File: src/rtl/csr_exec_unit.sv
// Multi-cycle execute stage for SYSTEM instructions (CSRRW/S/C, immediate forms, ECALL, MRET).
// Sequences IDLE -> READ -> WRITE -> RESP against a single-ported CSR register file.
module csr_exec_unit #(
  parameter int DATA_WIDTH = 32,
  parameter int ADDR_WIDTH = 12
) (
  input  logic                  clk,
  input  logic                  rst,
  input  logic                  in_valid,
  output logic                  in_ready,
  input  logic [2:0]            funct3,
  input  logic [ADDR_WIDTH-1:0] csr_idx,
  input  logic [4:0]            rs1_idx,
  input  logic [DATA_WIDTH-1:0] rs1_data,
  input  logic                  ecall,
  input  logic                  mret,
  input  logic [DATA_WIDTH-1:0] pc,
  output logic [ADDR_WIDTH-1:0] csr_addr_o,
  output logic [DATA_WIDTH-1:0] csr_wdata_o,
  output logic                  csr_wen_o,
  output logic                  csr_ecall_o,
  output logic                  csr_mret_o,
  output logic [DATA_WIDTH-1:0] csr_pc_o,
  input  logic [DATA_WIDTH-1:0] csr_rdata_i,
  output logic                  out_valid,
  input  logic                  out_ready,
  output logic [DATA_WIDTH-1:0] rd_data,
  output logic                  redirect_valid,
  output logic [DATA_WIDTH-1:0] redirect_pc
);

  typedef enum logic [1:0] {IDLE, READ, WRITE, RESP} state_e;

  state_e                state_q, state_d;
  logic [2:0]            f3_q;
  logic [ADDR_WIDTH-1:0] csr_q;
  logic [4:0]            rs1_idx_q;
  logic [DATA_WIDTH-1:0] rs1_q, pc_q, old_q, redir_pc_q;
  logic                  ecall_q, mret_q, redir_q;

  logic                  trap, illegal, do_write;
  logic [DATA_WIDTH-1:0] src, wval;

  // mret_q is captured already masked by ecall so ECALL wins when both are set
  assign trap     = ecall_q | mret_q;
  assign illegal  = (f3_q[1:0] == 2'b00);
  assign do_write = !trap && !illegal && ((f3_q[1:0] == 2'b01) || (rs1_idx_q != 5'd0));
  assign src      = f3_q[2] ? {{(DATA_WIDTH-5){1'b0}}, rs1_idx_q} : rs1_q;

  always_comb begin
    case (f3_q[1:0])
      2'b10:   wval = old_q | src;
      2'b11:   wval = old_q & ~src;
      default: wval = src;
    endcase
  end

  always_ff @(posedge clk) begin
    if (rst) begin
      state_q    <= IDLE;
      f3_q       <= '0;
      csr_q      <= '0;
      rs1_idx_q  <= '0;
      rs1_q      <= '0;
      pc_q       <= '0;
      old_q      <= '0;
      redir_pc_q <= '0;
      ecall_q    <= 1'b0;
      mret_q     <= 1'b0;
      redir_q    <= 1'b0;
    end else begin
      state_q <= state_d;
      if (state_q == IDLE && in_valid) begin
        f3_q      <= funct3;
        csr_q     <= csr_idx;
        rs1_idx_q <= rs1_idx;
        rs1_q     <= rs1_data;
        pc_q      <= pc;
        ecall_q   <= ecall;
        mret_q    <= mret & ~ecall;
      end
      if (state_q == READ) begin
        if (trap) begin
          redir_pc_q <= csr_rdata_i;
          redir_q    <= 1'b1;
          old_q      <= '0;
        end else begin
          redir_q    <= 1'b0;
          old_q      <= csr_rdata_i;
        end
      end
    end
  end

  always_comb begin
    state_d        = state_q;
    in_ready       = 1'b0;
    out_valid      = 1'b0;
    csr_addr_o     = '0;
    csr_wdata_o    = '0;
    csr_wen_o      = 1'b0;
    csr_ecall_o    = 1'b0;
    csr_mret_o     = 1'b0;
    csr_pc_o       = '0;
    rd_data        = '0;
    redirect_valid = 1'b0;
    redirect_pc    = '0;
    case (state_q)
      IDLE: begin
        in_ready = 1'b1;
        if (in_valid) state_d = READ;
      end
      READ: begin
        csr_addr_o  = csr_q;
        csr_pc_o    = pc_q;
        csr_ecall_o = ecall_q & ~rst;
        csr_mret_o  = mret_q & ~rst;
        state_d     = WRITE;
      end
      WRITE: begin
        csr_addr_o  = csr_q;
        csr_wdata_o = wval;
        csr_wen_o   = do_write & ~rst;
        state_d     = RESP;
      end
      RESP: begin
        out_valid      = 1'b1;
        rd_data        = illegal ? '0 : old_q;
        redirect_valid = redir_q;
        redirect_pc    = redir_q ? redir_pc_q : '0;
        if (out_ready) state_d = IDLE;
      end
      default: state_d = IDLE;
    endcase
  end

endmodule

File: config.mk
export PLATFORM = sky130hd
export DESIGN_NAME = csr_exec_unit
export DESIGN_NICKNAME = d
export VERILOG_FILES = /design/src/rtl/csr_exec_unit.sv
export SDC_FILE = /design/constraint.sdc
export NUM_CORES = 1
export LEC_CHECK = 0
export BUFFER_PORTS_ARGS = -buffer_cell sky130_fd_sc_hd__buf_2
export CAP_MARGIN = 20
export CORE_MARGIN = 2
export CORE_UTILIZATION = 35
export DETAILED_ROUTE_END_ITERATION = 7
export PLACE_DENSITY = 0.66
export SLEW_MARGIN = 30
export SYNTH_ARGS = -nofsm -noshare
export SYNTH_HDL_FRONTEND = slang
export SYNTH_SLANG_ARGS = --single-unit
File: constraint.sdc
create_clock -name clk -period 3.8 [get_ports clk]
set_clock_uncertainty 0.05 [all_clocks]
set_input_delay 0.19 -clock clk [delete_from_list [all_inputs] [get_ports clk]]
set_output_delay 0.19 -clock clk [all_outputs]
set_load 0.005 [all_outputs]
### Word level (Yosys, flattened, before mapping)

Index checks and enable logic that the tools add are counted.

| storage, ports and cells | value |
|---|---|
| input bits | 122 |
| logic and storage cells | 61 |
| bits in registers | 153 |

| cells by class | value |
|---|---|
| bitwise operators | 10 |
| equal/unequal tests | 8 |
| muxes and demuxes | 20 |
| reductions and logical operators | 12 |

Operators by type and width:

| kind | count |
|---|---|
| $mux W32 | 8 |
| $pmux W32 S2 | 1 |
| $and A32 B32 Y32 | 1 |
| $not A32 Y32 | 1 |
| $or A32 B32 Y32 | 1 |
| $mux W12 | 1 |
| $eq A2 B2 Y1 const B | 4 |
| $pmux W2 S4 | 1 |
| $mux W1 | 7 |
| $reduce_bool A5 Y1 | 1 |
| $and A1 B1 Y1 | 4 |
| $eq A2 B1 Y1 const B | 2 |
| $logic_not A2 Y1 | 2 |
| $mux W2 | 2 |
| $ne A2 B2 Y1 const B | 2 |
| $reduce_and A2 Y1 | 2 |
| $logic_and A1 B1 Y1 | 3 |
| $logic_not A1 Y1 | 2 |
| $not A1 Y1 | 2 |
| $reduce_or A2 Y1 | 1 |
| $logic_or A1 B1 Y1 | 1 |
| $or A1 B1 Y1 | 1 |

### Depth between registers and ports, before layout

| logic depth | value |
|---|---|
| word-level depth | 6 |
| depth in mapped cells | 8 |

### Least setup slack after synthesis

Ideal clock, no wire load.

| timing | value |
|---|---|
| kind | reg2reg |
| from | register state_q[0] |
| to | register f3_q[1] |
| arrival | 1393 ps |
| setup time | 70 ps |
| setup slack | 2288 ps |
| required time | 3680 ps |
| cell stages (with the launch flop) | 8 |
| cell sequence | dfxtp_1 inv_1 ha_1 nand2_1 buf_4 clkbuf_1 nand2_1 a21oi_1 |

| on the way | value |
|---|---|
| longest elaborated chain between the ends | 2 |

Ends and longest elaborated chain:

| element | RTL line | RTL |
|---|---|---|
| start: declaration | 34 | `state_e state_q, state_d;` |
| start signal: assignment | 72 | `state_q <= state_d;` |
| $logic_not A2 Y1 | 73 | `if (state_q == IDLE && in_valid) begin` |
| $logic_and A1 B1 Y1 | 73 |  |
| end signal: assignment | 74 | `f3_q <= funct3;` |
| end: declaration | 35 | `logic [2:0] f3_q;` |

No other way between the ends.
A chain may end at the register's enable or synchronous reset.

### Final worst setup path

| timing | value |
|---|---|
| from | register f3_q[2] |
| to | output csr_wdata_o[0] |

| on the way | value |
|---|---|
| longest elaborated chain between the ends | 5 |
| elaborated cells on any way between the ends | 6 |
| classes of those cells | 3 x mux; 3 x bitwise |

Ends and longest elaborated chain:

| element | RTL line | RTL |
|---|---|---|
| $mux W32 (*) | 48 | `assign src = f3_q[2] ? {{(DATA_WIDTH-5){1'b0}}, rs1_idx_q} : rs1_q;` |
| $not A32 Y32 | 53 | `2'b11: wval = old_q & ~src;` |
| $and A32 B32 Y32 | 53 |  |
| $pmux W32 S2 (*) | 51 | `case (f3_q[1:0])` |
| $mux W32 (*) | 108 | `case (state_q)` |
| end: declaration | 19 | `output logic [DATA_WIDTH-1:0] csr_wdata_o,` |

Every way passes the cells marked *; elsewhere a longest branch is shown, timed or not.

==> results by group <==
Critical path
  – Slowest cell on crit path: dfxtp_1
  – Worst path cell trace: buf_4 -> mux2i_1 -> nand4_1 -> o21ai_0 -> buf_2
  – Flop-to-flop setup slack: 1.75 ns
  – Slowest stage delay, CP: 0.72 ns
  – Critical path peak fanout: 19
  – Crit Path Class: reg2out
  – Reg2reg end: old_q[7]$_SDFFE_PP0N_
  – Reg2reg path depth: 6
  – Crit path capture type: output port
  – Crit start category: flop
  – Crit path launch: f3_q[2]$_SDFFE_PP0P_
  – Critical path arrival: 2.26 ns
  – Worst path required time: 3.56 ns
  – Worst r2r src: state_q[1]$_SDFFE_PP0P_

Outcome
  – Status: finished, final reports clean

Logic synthesis
  – Yosys warns: 0
  – Net Count, Synth: 1,003
  – Sequential-to-total area share from yosys stat: 0.443
  – Post-synth ARST share: 0
  – EDFF count, synth: 0
  – Syn Area/Cell: 7.90 µm²
  – Yosys reg bits: 153
  – Gate count of the mapped netlist: 876
  – Prevailing post-synth register cell: dfxtp_1
  – Yosys cell types: 31
  – Synthesized cell area: 6920 µm²

Routing
  – DRT Pass-1 Iters: 5
  – Routed wire length per instance: 15.8 µm
  – DRC errors left: 0
  – 1st-iter DRT viols: 356
  – DRT antenna net count: 0
  – Via/cell ratio: 4.77
  – DRT Wirelength: 23,600 µm
  – Detailed-route via count: 7,133

CTS
  – Resized cells post-CTS: 0
  – TritonCTS Sinks: 153
  – CTS Buf Count: 17
  – CTS tree: yes
  – H-Tree Depth: 4
  – CTS clk-pin slew, worst paths: 0.07 ns
  – Clk_lat worst skew: 0.42 ns
  – CTS root buf: clkbuf_16
  – Clock Tree Buf Depth: 2

Finish
  – Ant. Diodes: 0
  – Final core utilization: 0.524
  – Total Nets Final: 1,345
  – Non-filler instance count after layout: 1,496
  – Layout cells sized above 1: 0.258
  – Number of fillers in the final layout: 1,855
  – Layout area overhead: 47.0%

Power and ir drop
  – Pwr Total: 0.00544 W
  – Worst vdd ir: 0.315 mV
  – Sw Pwr: 0.00192 W
  – Clock power share: 0.315
  – Reg power frac: 0.387
  – PwrDens: 535 nW/µm²
  – P_int: 0.00352 W
  – Leak Pwr: 4.82 nW
  – Switching Share: 0.352
  – Comb power frac: 0.298

Timing
  – Rel. slew slack: 0.371
  – Fin crit period: 2.50 ns
  – Hold slack: 0.127 ns
  – Final Setup Violations: 0
  – Hold Vio Cnt, Final: 0
  – Setup TNS: 0 ns
  – Fin crit share: 0.657
  – Fmax: 400 MHz
  – RSZ-0062 raised after global routing: no
  – Slew Limit Fails: 0
  – Slew @ Worst Pin: 0.944 ns

Min path
  – HP Start: out_ready
  – WHS Endpoint: state_q[1]$_SDFFE_PP0P_
  – WHS Path Cells: 4
  – Hold WC Path Type: in2reg

Die
  – Initial Util: 0.357
  – Ports: 268
  – Die X: 145 µm
  – Num rows: 51
  – Core area: 19,400 µm²
  – Die area: 20,900 µm²
  – Vert. Die Dim: 145 µm

Global route
  – First-pass GRT wire length: 36,400 µm
  – Largest net degree at the start of global routing: 87
  – Total global-route track usage: 0.224
  – Initial antenna violation count: 0
  – Overflow after GRT: 0
  – Vias in the first global route: 7,243

Flow run
  – Number of max-cap violations: 0

Place
  – I/O Buffers: 267
  – Hpwl dp: 14,500 µm
  – RD Place Congestion: 0.767
  – Inst Count DP: 1,344
placed cells by master (no fill, tap or decap), types with 3 or more instances in the layout:
| cell | count |
|---|---|
| buf_2 | 266 |
| ha_1 | 5 |
| and2_1 | 104 |
| nand2b_1 | 29 |
| inv_6 | 5 |
| clkinvlp_4 | 4 |
| nand4_1 | 5 |
| o21ai_0 | 6 |
| a22o_1 | 32 |
| dfxtp_1 | 152 |
| buf_4 | 9 |
| a21oi_1 | 119 |
| nand2_1 | 262 |
| dlygate4sd3_1 | 118 |
| and3_1 | 32 |
| inv_1 | 3 |
| mux2i_1 | 32 |
| clkbuf_16 | 17 |
worst max-delay path, delay by kind of cell (launching register included):
| kind | cells | cell delay, ns |
|---|---|---|
| flops | 1 | 0.72 |
| buf+inv | 2 | 0.53 |
| mux | 1 | 0.35 |
| compound gates | 1 | 0.11 |
| simple gates | 1 | 0.12 |
cell families (layout without fill, tap and decap cells):
logic type,count (synthesis),after routing,share of synthesized area
buffers and inverters,75,430,0.0505
AND/OR/NAND/NOR,448,448,0.314
adder cells (fa/ha/maj),5,5,0.00904
AO/OA/AOI/OAI,163,163,0.137
flip-flops,153,153,0.443
multiplexers,32,32,0.0463
per-layer routing:
| metal | vias up | track usage | part of all wire |
|---|---|---|---|
| met4 | 0 | 0.0833 | 0.018 |
| met3 | 31 | 0.0606 | 0.065 |
| met5 | - | 0 | 0 |
| met2 | 243 | 0.410 | 0.50 |
| met1 | 3305 | 0.248 | 0.42 |
| li1 | 3554 | - | - |
power groups by stage:
stage	clock [W]	sequential, W	combinational [W]
floorplan	0	0.00204	0.00107
global placement	0	0.00213	0.00148
detailed placement	0	0.00213	0.00150
CTS	0.00176	0.00210	0.00160
global route	0.00182	0.00214	0.00181
finish	0.00172	0.00210	0.00162
metrics by stage:
stage	cell area, µm²	setup slack (ns)
floorplan	6920	2.29
global placement	8330	1.51
detailed placement	8340	1.69
CTS	10100	1.24
global route	10200	1.11
finish	10200	1.30
sequential cells by signal, summed over array words and instances, names as in the netlist:
register    count
redir_q         1
f3_q            3
rs1_q          32
redir_pc_q     32
csr_q          12
ecall_q         1
pc_q           32
old_q          32
mret_q          1
rs1_idx_q       5
state_q         2
layout make-up:
| type | instances | area (µm²) | area share |
|---|---|---|---|
| sequential | 153 | 3060 | 0.301 |
| timing repair buffer | 395 | 2640 | 0.259 |
| clock buffer | 17 | 425 | 0.0418 |
| multi-input combinational | 648 | 3540 | 0.348 |
| clock inverter | 15 | 164 | 0.0161 |
| inverter | 3 | 11.3 | 0.00111 |
| tap | 265 | 332 | 0.0326 |
cells in the mapped netlist, drive strengths merged, types with 5 or more instances:
library cell,count,share of area
ha,5,0.0090
nand4,5,0.0045
mux2i,32,0.046
nand2,263,0.14
dfxtp,153,0.44
and3,32,0.029
and2,106,0.096
a22o,32,0.041
nand2b,29,0.026
o21ai,7,0.0056
clkbuf,32,0.017
buf,40,0.031
a21oi,119,0.086
how the worst max path moves through the flow:
stage	to	depth (start not counted)
finish	csr_wdata_o[0]	5
global route	csr_wdata_o[2]	5
CTS	csr_wdata_o[0]	5
detailed placement	old_q[7]$_SDFFE_PP0N_	6
global placement	rd_data[2]	5
floorplan	f3_q[1]$_SDFFE_PP0P_	7
timing repair:
item | 4_1_cts | 5_1_grt
hold endpoints to repair | 149 | 0
buffers inserted | 0 | 0
hold buffers | 118 | 0
(Power assumes the default switching activity.)
